$ cat src/rtl/hazard_unit_pkg.sv
// hazard_unit_pkg: shared FSM encoding and register constants for the hazard unit.
package hazard_unit_pkg;
  localparam logic [0:0] HZ_RUN      = 1'b0;
  localparam logic [0:0] HZ_MEM_WAIT = 1'b1;
  localparam logic [4:0] REG_ZERO    = 5'd0;
endpackage

$ cat src/rtl/hazard_unit_if.sv
// hazard_unit_if: pipeline-to-hazard-unit signal bundle; perf counters exist only with HAZARD_PERF_EN.
interface hazard_unit_if #(parameter int CNT_W = 32);
  logic [4:0] rs_addr, rt_addr;
  logic       id_uses_rs, id_uses_rt, id_is_branch, id_branch_taken;
  logic       id_ex_MemRead, id_ex_RegWrite;
  logic [4:0] id_ex_write_addr;
  logic       ex_mem_MemRead;
  logic [4:0] ex_mem_write_addr;
  logic       mem_busy;
  logic       stall_pc, stall_if_id, bubble_id_ex, flush_if_id;
  logic       stall_id_ex, stall_ex_mem, bubble_mem_wb;
  logic       in_mem_wait;
`ifdef HAZARD_PERF_EN
  logic [CNT_W-1:0] perf_load_stalls, perf_branch_stalls, perf_mem_wait;
`endif
  modport master (
    output rs_addr, rt_addr, id_uses_rs, id_uses_rt, id_is_branch, id_branch_taken,
    output id_ex_MemRead, id_ex_RegWrite, id_ex_write_addr, ex_mem_MemRead, ex_mem_write_addr, mem_busy,
    input stall_pc, stall_if_id, bubble_id_ex, flush_if_id, stall_id_ex, stall_ex_mem, bubble_mem_wb, in_mem_wait
`ifdef HAZARD_PERF_EN
    , input perf_load_stalls, perf_branch_stalls, perf_mem_wait
`endif
  );
  modport slave (
    input rs_addr, rt_addr, id_uses_rs, id_uses_rt, id_is_branch, id_branch_taken,
    input id_ex_MemRead, id_ex_RegWrite, id_ex_write_addr, ex_mem_MemRead, ex_mem_write_addr, mem_busy,
    output stall_pc, stall_if_id, bubble_id_ex, flush_if_id, stall_id_ex, stall_ex_mem, bubble_mem_wb, in_mem_wait
`ifdef HAZARD_PERF_EN
    , output perf_load_stalls, perf_branch_stalls, perf_mem_wait
`endif
  );
endinterface

$ cat src/rtl/hazard_unit_reg_match.sv
// reg_match: source register hits a valid, nonzero destination.
module reg_match
  import hazard_unit_pkg::*;
(
  input  logic [4:0] i_addr,
  input  logic       i_uses,
  input  logic [4:0] i_dest,
  input  logic       i_dest_valid,
  output logic       o_hit
);
  assign o_hit = i_uses && i_dest_valid && (i_addr != REG_ZERO) && (i_addr == i_dest);
endmodule

$ cat src/rtl/hazard_unit.sv
// hazard_unit: MIPS stall/flush controller (load-use, branch operand, memory wait, deferred flush).
// Optional event counters enabled by defining HAZARD_PERF_EN.
module hazard_unit
  import hazard_unit_pkg::*;
(
  input logic        clk,
  input logic        reset,
  hazard_unit_if.slave hz
);
  logic w_rs_ld, w_rt_ld, w_rs_alu, w_rt_alu, w_rs_mem, w_rt_mem;
  logic w_alu_valid, w_lu, w_br, w_hz, w_frz;
  logic [0:0] r_state;
  logic r_pend_flush;
  assign w_alu_valid = hz.id_ex_RegWrite & ~hz.id_ex_MemRead;
  reg_match u_rs_ld  (.i_addr(hz.rs_addr), .i_uses(hz.id_uses_rs), .i_dest(hz.id_ex_write_addr),  .i_dest_valid(hz.id_ex_MemRead),  .o_hit(w_rs_ld));
  reg_match u_rt_ld  (.i_addr(hz.rt_addr), .i_uses(hz.id_uses_rt), .i_dest(hz.id_ex_write_addr),  .i_dest_valid(hz.id_ex_MemRead),  .o_hit(w_rt_ld));
  reg_match u_rs_alu (.i_addr(hz.rs_addr), .i_uses(hz.id_uses_rs), .i_dest(hz.id_ex_write_addr),  .i_dest_valid(w_alu_valid),       .o_hit(w_rs_alu));
  reg_match u_rt_alu (.i_addr(hz.rt_addr), .i_uses(hz.id_uses_rt), .i_dest(hz.id_ex_write_addr),  .i_dest_valid(w_alu_valid),       .o_hit(w_rt_alu));
  reg_match u_rs_mem (.i_addr(hz.rs_addr), .i_uses(hz.id_uses_rs), .i_dest(hz.ex_mem_write_addr), .i_dest_valid(hz.ex_mem_MemRead), .o_hit(w_rs_mem));
  reg_match u_rt_mem (.i_addr(hz.rt_addr), .i_uses(hz.id_uses_rt), .i_dest(hz.ex_mem_write_addr), .i_dest_valid(hz.ex_mem_MemRead), .o_hit(w_rt_mem));
  // BR2 (branch after load) stalls here, then reappears as BRM next cycle
  assign w_lu  = w_rs_ld | w_rt_ld;
  assign w_br  = hz.id_is_branch & (w_lu | w_rs_alu | w_rt_alu | w_rs_mem | w_rt_mem);
  assign w_hz  = w_lu | w_br;
  assign w_frz = hz.mem_busy;
  always_ff @(posedge clk or negedge reset)
    if (!reset) begin
      r_state      <= HZ_RUN;
      r_pend_flush <= 1'b0;
    end else begin
      r_state      <= w_frz ? HZ_MEM_WAIT : HZ_RUN;
      r_pend_flush <= w_frz ? (r_pend_flush | hz.id_branch_taken) : (w_hz & r_pend_flush);
    end
  assign hz.stall_pc      = reset & (w_frz | w_hz);
  assign hz.stall_if_id   = reset & (w_frz | w_hz);
  assign hz.bubble_id_ex  = reset & ~w_frz & w_hz;
  assign hz.flush_if_id   = reset & ~w_frz & ~w_hz & (hz.id_branch_taken | r_pend_flush);
  assign hz.stall_id_ex   = reset & w_frz;
  assign hz.stall_ex_mem  = reset & w_frz;
  assign hz.bubble_mem_wb = reset & w_frz;
  assign hz.in_mem_wait   = r_state == HZ_MEM_WAIT;
`ifdef HAZARD_PERF_EN
  localparam int CW = $bits(hz.perf_load_stalls);
  logic [CW-1:0] r_ld_cnt, r_br_cnt, r_mw_cnt;
  always_ff @(posedge clk or negedge reset)
    if (!reset) begin
      r_ld_cnt <= '0;
      r_br_cnt <= '0;
      r_mw_cnt <= '0;
    end else begin
      if (!w_frz && w_lu && !(&r_ld_cnt)) r_ld_cnt <= r_ld_cnt + CW'(1);
      if (!w_frz && w_br && !(&r_br_cnt)) r_br_cnt <= r_br_cnt + CW'(1);
      if (w_frz && !(&r_mw_cnt)) r_mw_cnt <= r_mw_cnt + CW'(1);
    end
  assign hz.perf_load_stalls   = r_ld_cnt;
  assign hz.perf_branch_stalls = r_br_cnt;
  assign hz.perf_mem_wait      = r_mw_cnt;
`endif
endmodule

$ cat src/flat_wrapper.sv
// flat-port wrapper written by rule: the top's interface ports become plain ports
module hazard_unit_flat import hazard_unit_pkg::*;
  (clk, reset, hz_rs_addr, hz_rt_addr, hz_id_uses_rs, hz_id_uses_rt, hz_id_is_branch, hz_id_branch_taken, hz_id_ex_MemRead, hz_id_ex_RegWrite, hz_id_ex_write_addr, hz_ex_mem_MemRead, hz_ex_mem_write_addr, hz_mem_busy, hz_stall_pc, hz_stall_if_id, hz_bubble_id_ex, hz_flush_if_id, hz_stall_id_ex, hz_stall_ex_mem, hz_bubble_mem_wb, hz_in_mem_wait);
  hazard_unit_if hz_i ();
  input logic clk;
  input logic reset;
  input wire logic [$bits(hz_i.rs_addr)-1:0] hz_rs_addr;
  input wire logic [$bits(hz_i.rt_addr)-1:0] hz_rt_addr;
  input wire logic [$bits(hz_i.id_uses_rs)-1:0] hz_id_uses_rs;
  input wire logic [$bits(hz_i.id_uses_rt)-1:0] hz_id_uses_rt;
  input wire logic [$bits(hz_i.id_is_branch)-1:0] hz_id_is_branch;
  input wire logic [$bits(hz_i.id_branch_taken)-1:0] hz_id_branch_taken;
  input wire logic [$bits(hz_i.id_ex_MemRead)-1:0] hz_id_ex_MemRead;
  input wire logic [$bits(hz_i.id_ex_RegWrite)-1:0] hz_id_ex_RegWrite;
  input wire logic [$bits(hz_i.id_ex_write_addr)-1:0] hz_id_ex_write_addr;
  input wire logic [$bits(hz_i.ex_mem_MemRead)-1:0] hz_ex_mem_MemRead;
  input wire logic [$bits(hz_i.ex_mem_write_addr)-1:0] hz_ex_mem_write_addr;
  input wire logic [$bits(hz_i.mem_busy)-1:0] hz_mem_busy;
  output wire logic [$bits(hz_i.stall_pc)-1:0] hz_stall_pc;
  output wire logic [$bits(hz_i.stall_if_id)-1:0] hz_stall_if_id;
  output wire logic [$bits(hz_i.bubble_id_ex)-1:0] hz_bubble_id_ex;
  output wire logic [$bits(hz_i.flush_if_id)-1:0] hz_flush_if_id;
  output wire logic [$bits(hz_i.stall_id_ex)-1:0] hz_stall_id_ex;
  output wire logic [$bits(hz_i.stall_ex_mem)-1:0] hz_stall_ex_mem;
  output wire logic [$bits(hz_i.bubble_mem_wb)-1:0] hz_bubble_mem_wb;
  output wire logic [$bits(hz_i.in_mem_wait)-1:0] hz_in_mem_wait;
  assign hz_i.rs_addr = hz_rs_addr;
  assign hz_i.rt_addr = hz_rt_addr;
  assign hz_i.id_uses_rs = hz_id_uses_rs;
  assign hz_i.id_uses_rt = hz_id_uses_rt;
  assign hz_i.id_is_branch = hz_id_is_branch;
  assign hz_i.id_branch_taken = hz_id_branch_taken;
  assign hz_i.id_ex_MemRead = hz_id_ex_MemRead;
  assign hz_i.id_ex_RegWrite = hz_id_ex_RegWrite;
  assign hz_i.id_ex_write_addr = hz_id_ex_write_addr;
  assign hz_i.ex_mem_MemRead = hz_ex_mem_MemRead;
  assign hz_i.ex_mem_write_addr = hz_ex_mem_write_addr;
  assign hz_i.mem_busy = hz_mem_busy;
  assign hz_stall_pc = hz_i.stall_pc;
  assign hz_stall_if_id = hz_i.stall_if_id;
  assign hz_bubble_id_ex = hz_i.bubble_id_ex;
  assign hz_flush_if_id = hz_i.flush_if_id;
  assign hz_stall_id_ex = hz_i.stall_id_ex;
  assign hz_stall_ex_mem = hz_i.stall_ex_mem;
  assign hz_bubble_mem_wb = hz_i.bubble_mem_wb;
  assign hz_in_mem_wait = hz_i.in_mem_wait;
  hazard_unit u_core (.clk(clk), .reset(reset), .hz(hz_i));
endmodule
$ cat config.mk
export PLATFORM = sky130hd
export DESIGN_NAME = hazard_unit_flat
export DESIGN_NICKNAME = d
export VERILOG_FILES = /design/src/rtl/hazard_unit_pkg.sv /design/src/rtl/hazard_unit_if.sv /design/src/rtl/hazard_unit_reg_match.sv /design/src/rtl/hazard_unit.sv /design/src/flat_wrapper.sv
export SDC_FILE = /design/constraint.sdc
export NUM_CORES = 1
export LEC_CHECK = 0
export ABC_CLOCK_PERIOD_IN_PS = 5200
export CAP_MARGIN = 5
export CORE_AREA = 2 2 43 45
export DETAILED_ROUTE_END_ITERATION = 10
export DIE_AREA = 0 0 45 47
export HOLD_SLACK_MARGIN = 0.03
export PLACE_DENSITY = 0.84
export SLEW_MARGIN = 20
export SYNTH_ARGS = -nofsm -noshare
export SYNTH_HDL_FRONTEND = slang
export SYNTH_HIERARCHICAL = 1
export SYNTH_SLANG_ARGS = --single-unit
$ cat constraint.sdc
create_clock -name clk -period 5.2 [get_ports clk]
set_input_delay 1.04 -clock clk [delete_from_list [all_inputs] [get_ports clk]]
set_output_delay 1.04 -clock clk [all_outputs]
set_load 0.005 [all_outputs]
==> impl_metrics.csv <==
group,metric,value,unit
outcome,status,"completed",
cells_and_area,fillerInstances,149,
clocking,cts.path.max_buffers,2,
worst_setup_path,rrSetupSlack,4290,ps
route,via_per_inst,5.44,
floorplanning,core,1650,sq um
logic_synthesis,synthesis.area,618,sq um
power,seqPwrFrac,0.139,
route,met1_length,642,um
min_path,min_to,"u_core/r_pend_flush",
sta,fin_skew,0,ps
clocking,cts_tree,"built",
sta,setup_viol_count_final,0,
power,p_leak,0.334,nW
floorplanning,fp-row-count,15,
logic_synthesis,synth_area_leaders,"xnor2_1 (34%), nor3b_2 (12%), o2111ai_1 (8.5%), dfrtp_1 (8.1%), nor4_1 (6.1%)",
floorplanning,dieHeight,47,um
route,top_layer_used,"met4",
grt,track_usage,0.174,
route,wire_per_inst,12.8,um
grt,grt_pass1_vias,687,
worst_setup_path,required,4160,ps
place,numPortBuffers,37,
place,dp_hpwl,1420,um
sta,tns,0,ps
power,ir_worst_vdd,0.123,mV
floorplanning,dieWidth,45,um
power,p_switching,0.0000394,W
logic_synthesis,synth-seq-cells,2,
power,power_frac_clock,0.287,
route,wl_met3,100,um
power,combPwrFrac,0.574,
flow_run,drv_cap,0,
clocking,insertion_delay,230,ps
cells_and_area,n_antenna_cell,0,
route,route.detailed.drc,0,
sta,final_max_slew_viol_count,0,
sta,worst_pin_slew,300,ps
floorplanning,start_util,0.374,
worst_setup_path,r2r_start,"u_core/r_pend_flush",
grt,grt-ovfl-total,0,
worst_setup_path,crit_type,"in -> out",
logic_synthesis,synth_warnings,6,
logic_synthesis,postSynthAreaPerCell,8.13,sq um
worst_setup_path,arrival,3380,ps
worst_setup_path,r2r_end,"u_core/r_pend_flush",
worst_setup_path,cp_max_fo,6,
sta,fmax,226,MHz
route,drt-pass1-iter-count,4,
cells_and_area,layout.nets,145,
min_path,hp-class,"reg -> reg",
route,drtIter0Drc,8,
logic_synthesis,synth_top_area_share,0.340,
logic_synthesis,synth_cell_types,18,
cells_and_area,area.growth.synth_to_final,63.4,%
cells_and_area,multi_input_area,523,sq um
cells_and_area,layout-drive-gt1-share,0.115,
power,finalPower,0.000125,W
logic_synthesis,syn_nets,106,
clocking,cts_hold_buf,0,
route,drt_wl_total,1660,um
clocking,postCtsSetupBuffers,0,
power,p_per_area,123,nW/um^2
clocking,h-tree-depth,1,
power,swShare,0.316,
logic_synthesis,post_synth_inst_count,76,
clocking,cts_resized,0,
floorplanning,io_pins,38,
logic_synthesis,yosysSeqAreaShare,0.0810,
place,gp_congestion,0.746,
sta,timing.final.crit_period,4420,ps
sta,fin_crit_sh,0.850,
sta,relSlewSlack,0.798,
logic_synthesis,yosysTopAreaCell,"xnor2_1",
grt,grt_max_degree,9,
clocking,clk_pin_slew,30,ps
route,wl_met2,882,um
cells_and_area,regArea,50.0,sq um
worst_setup_path,worstSetupEndpointType,"primary output",
worst_setup_path,rr_worst_depth,2,
power,intPower,0.0000852,W
clocking,cts_buffers,3,
clocking,root_buffer,"clkbuf_4",
min_path,hold_path_startpoint,"u_core/r_pend_flush",
sta,hold_violations,0,
route,via_count,707,
floorplanning,die-area,2120,sq um
worst_setup_path,critPathLaunchType,"input port",
route,ant_nets,0,
clocking,clock-sinks,2,
grt,grt_pass1_wl,2650,um
min_path,hold_depth,1,
sta,rsz0062_at_grt,"false",
grt,antenna_found_initial,0,
Yosys cell counts:
| master | instances |
|---|---|
| nand2_1 | 1 |
| o21a_1 | 1 |
| and3b_2 | 1 |
| xnor2_1 | 24 |
| nor2_1 | 2 |
| nor3b_2 | 6 |
| buf_4 | 3 |
| dfrtp_1 | 2 |
| o2111ai_1 | 6 |
| nor2b_1 | 1 |
| a21bo_2 | 1 |
| o41ai_2 | 1 |
| o21ai_0 | 7 |
| and2_1 | 1 |
| nor4b_2 | 1 |
| inv_1 | 6 |
| nor4_1 | 6 |
| nand3_1 | 6 |
worst max path at each step:
| stage | start | end | slack, ps |
|---|---|---|---|
| floorplan | hz_rs_addr[2] | hz_stall_pc | 1880 |
| global placement | hz_rs_addr[3] | hz_flush_if_id | 820 |
| detailed placement | hz_rt_addr[2] | hz_flush_if_id | 770 |
| CTS | hz_rt_addr[2] | hz_flush_if_id | 750 |
| global route | hz_rs_addr[3] | hz_flush_if_id | 600 |
| finish | hz_rt_addr[2] | hz_flush_if_id | 780 |
layer usage:
layer  vias up  GRT usage
met5         -          0
met4         0      0.100
met3         4     0.0231
met2        23      0.334
met1       324      0.179
li1        356          -
cell type report:
type	count	area share
Sequential cell	2	0.0496
Timing Repair Buffer	37	0.367
Inverter	6	0.0223
Clock buffer	3	0.0223
Tap cell	17	0.0211
Multi-Input combinational cell	65	0.518
power groups by stage:
stage	clock, W	sequential, W	combinational (W)
3_3_place_gp	0	0.0000173	0.0000700
6_report	0.0000358	0.0000173	0.0000714
3_5_place_dp	0	0.0000175	0.0000716
2_1_floorplan	0	0.0000174	0.0000306
5_1_grt	0.0000383	0.0000174	0.0000776
4_1_cts	0.0000377	0.0000173	0.0000721
layout by cell type, fill, tap and decap left out, types with 3 or more instances in the layout:
master / instances
clkbuf_4: 3
nand3_1: 6
o2111ai_1: 6
nor3b_2: 6
inv_1: 6
clkdlybuf4s50_1: 37
o21ai_0: 7
nor4_1: 6
xnor2_1: 24
stage by stage:
stage	cells	setup WS [ps]	area, sq um	util	hold WS (ps)
3_3_place_gp	127	818	987	0.598	491
5_1_grt	130	604	1010	0.611	553
4_1_cts	130	751	1010	0.611	535
2_1_floorplan	76	1880	618	-	481
3_5_place_dp	127	767	987	0.598	529
6_report	130	778	1010	0.611	535
state kept, by name, indices dropped and copies added, names as in the netlist:
register               cells
u_core/r_pend_flush        1
u_core/hz.in_mem_wait      1
logic make-up (layout without fill, tap and decap cells):
group / count (synthesis) / count (layout) / synth area share
flip-flops: 2 / 2 / 0.0810
XOR/XNOR: 24 / 24 / 0.340
AO/OA/AOI/OAI: 16 / 16 / 0.196
AND/OR/NAND/NOR: 25 / 25 / 0.310
buffers and inverters: 9 / 46 / 0.0729
worst max-delay path, cell delays in order:
cell,delay [ps]
clkdlybuf4s50_1,530
nor4_1,330
o21ai_0,100
nor3b_2,160
o41ai_2,300
nand2_1,150
nor4b_2,230
clkdlybuf4s50_1,540
No activity file was read; power rests on OpenSTA's default activity.
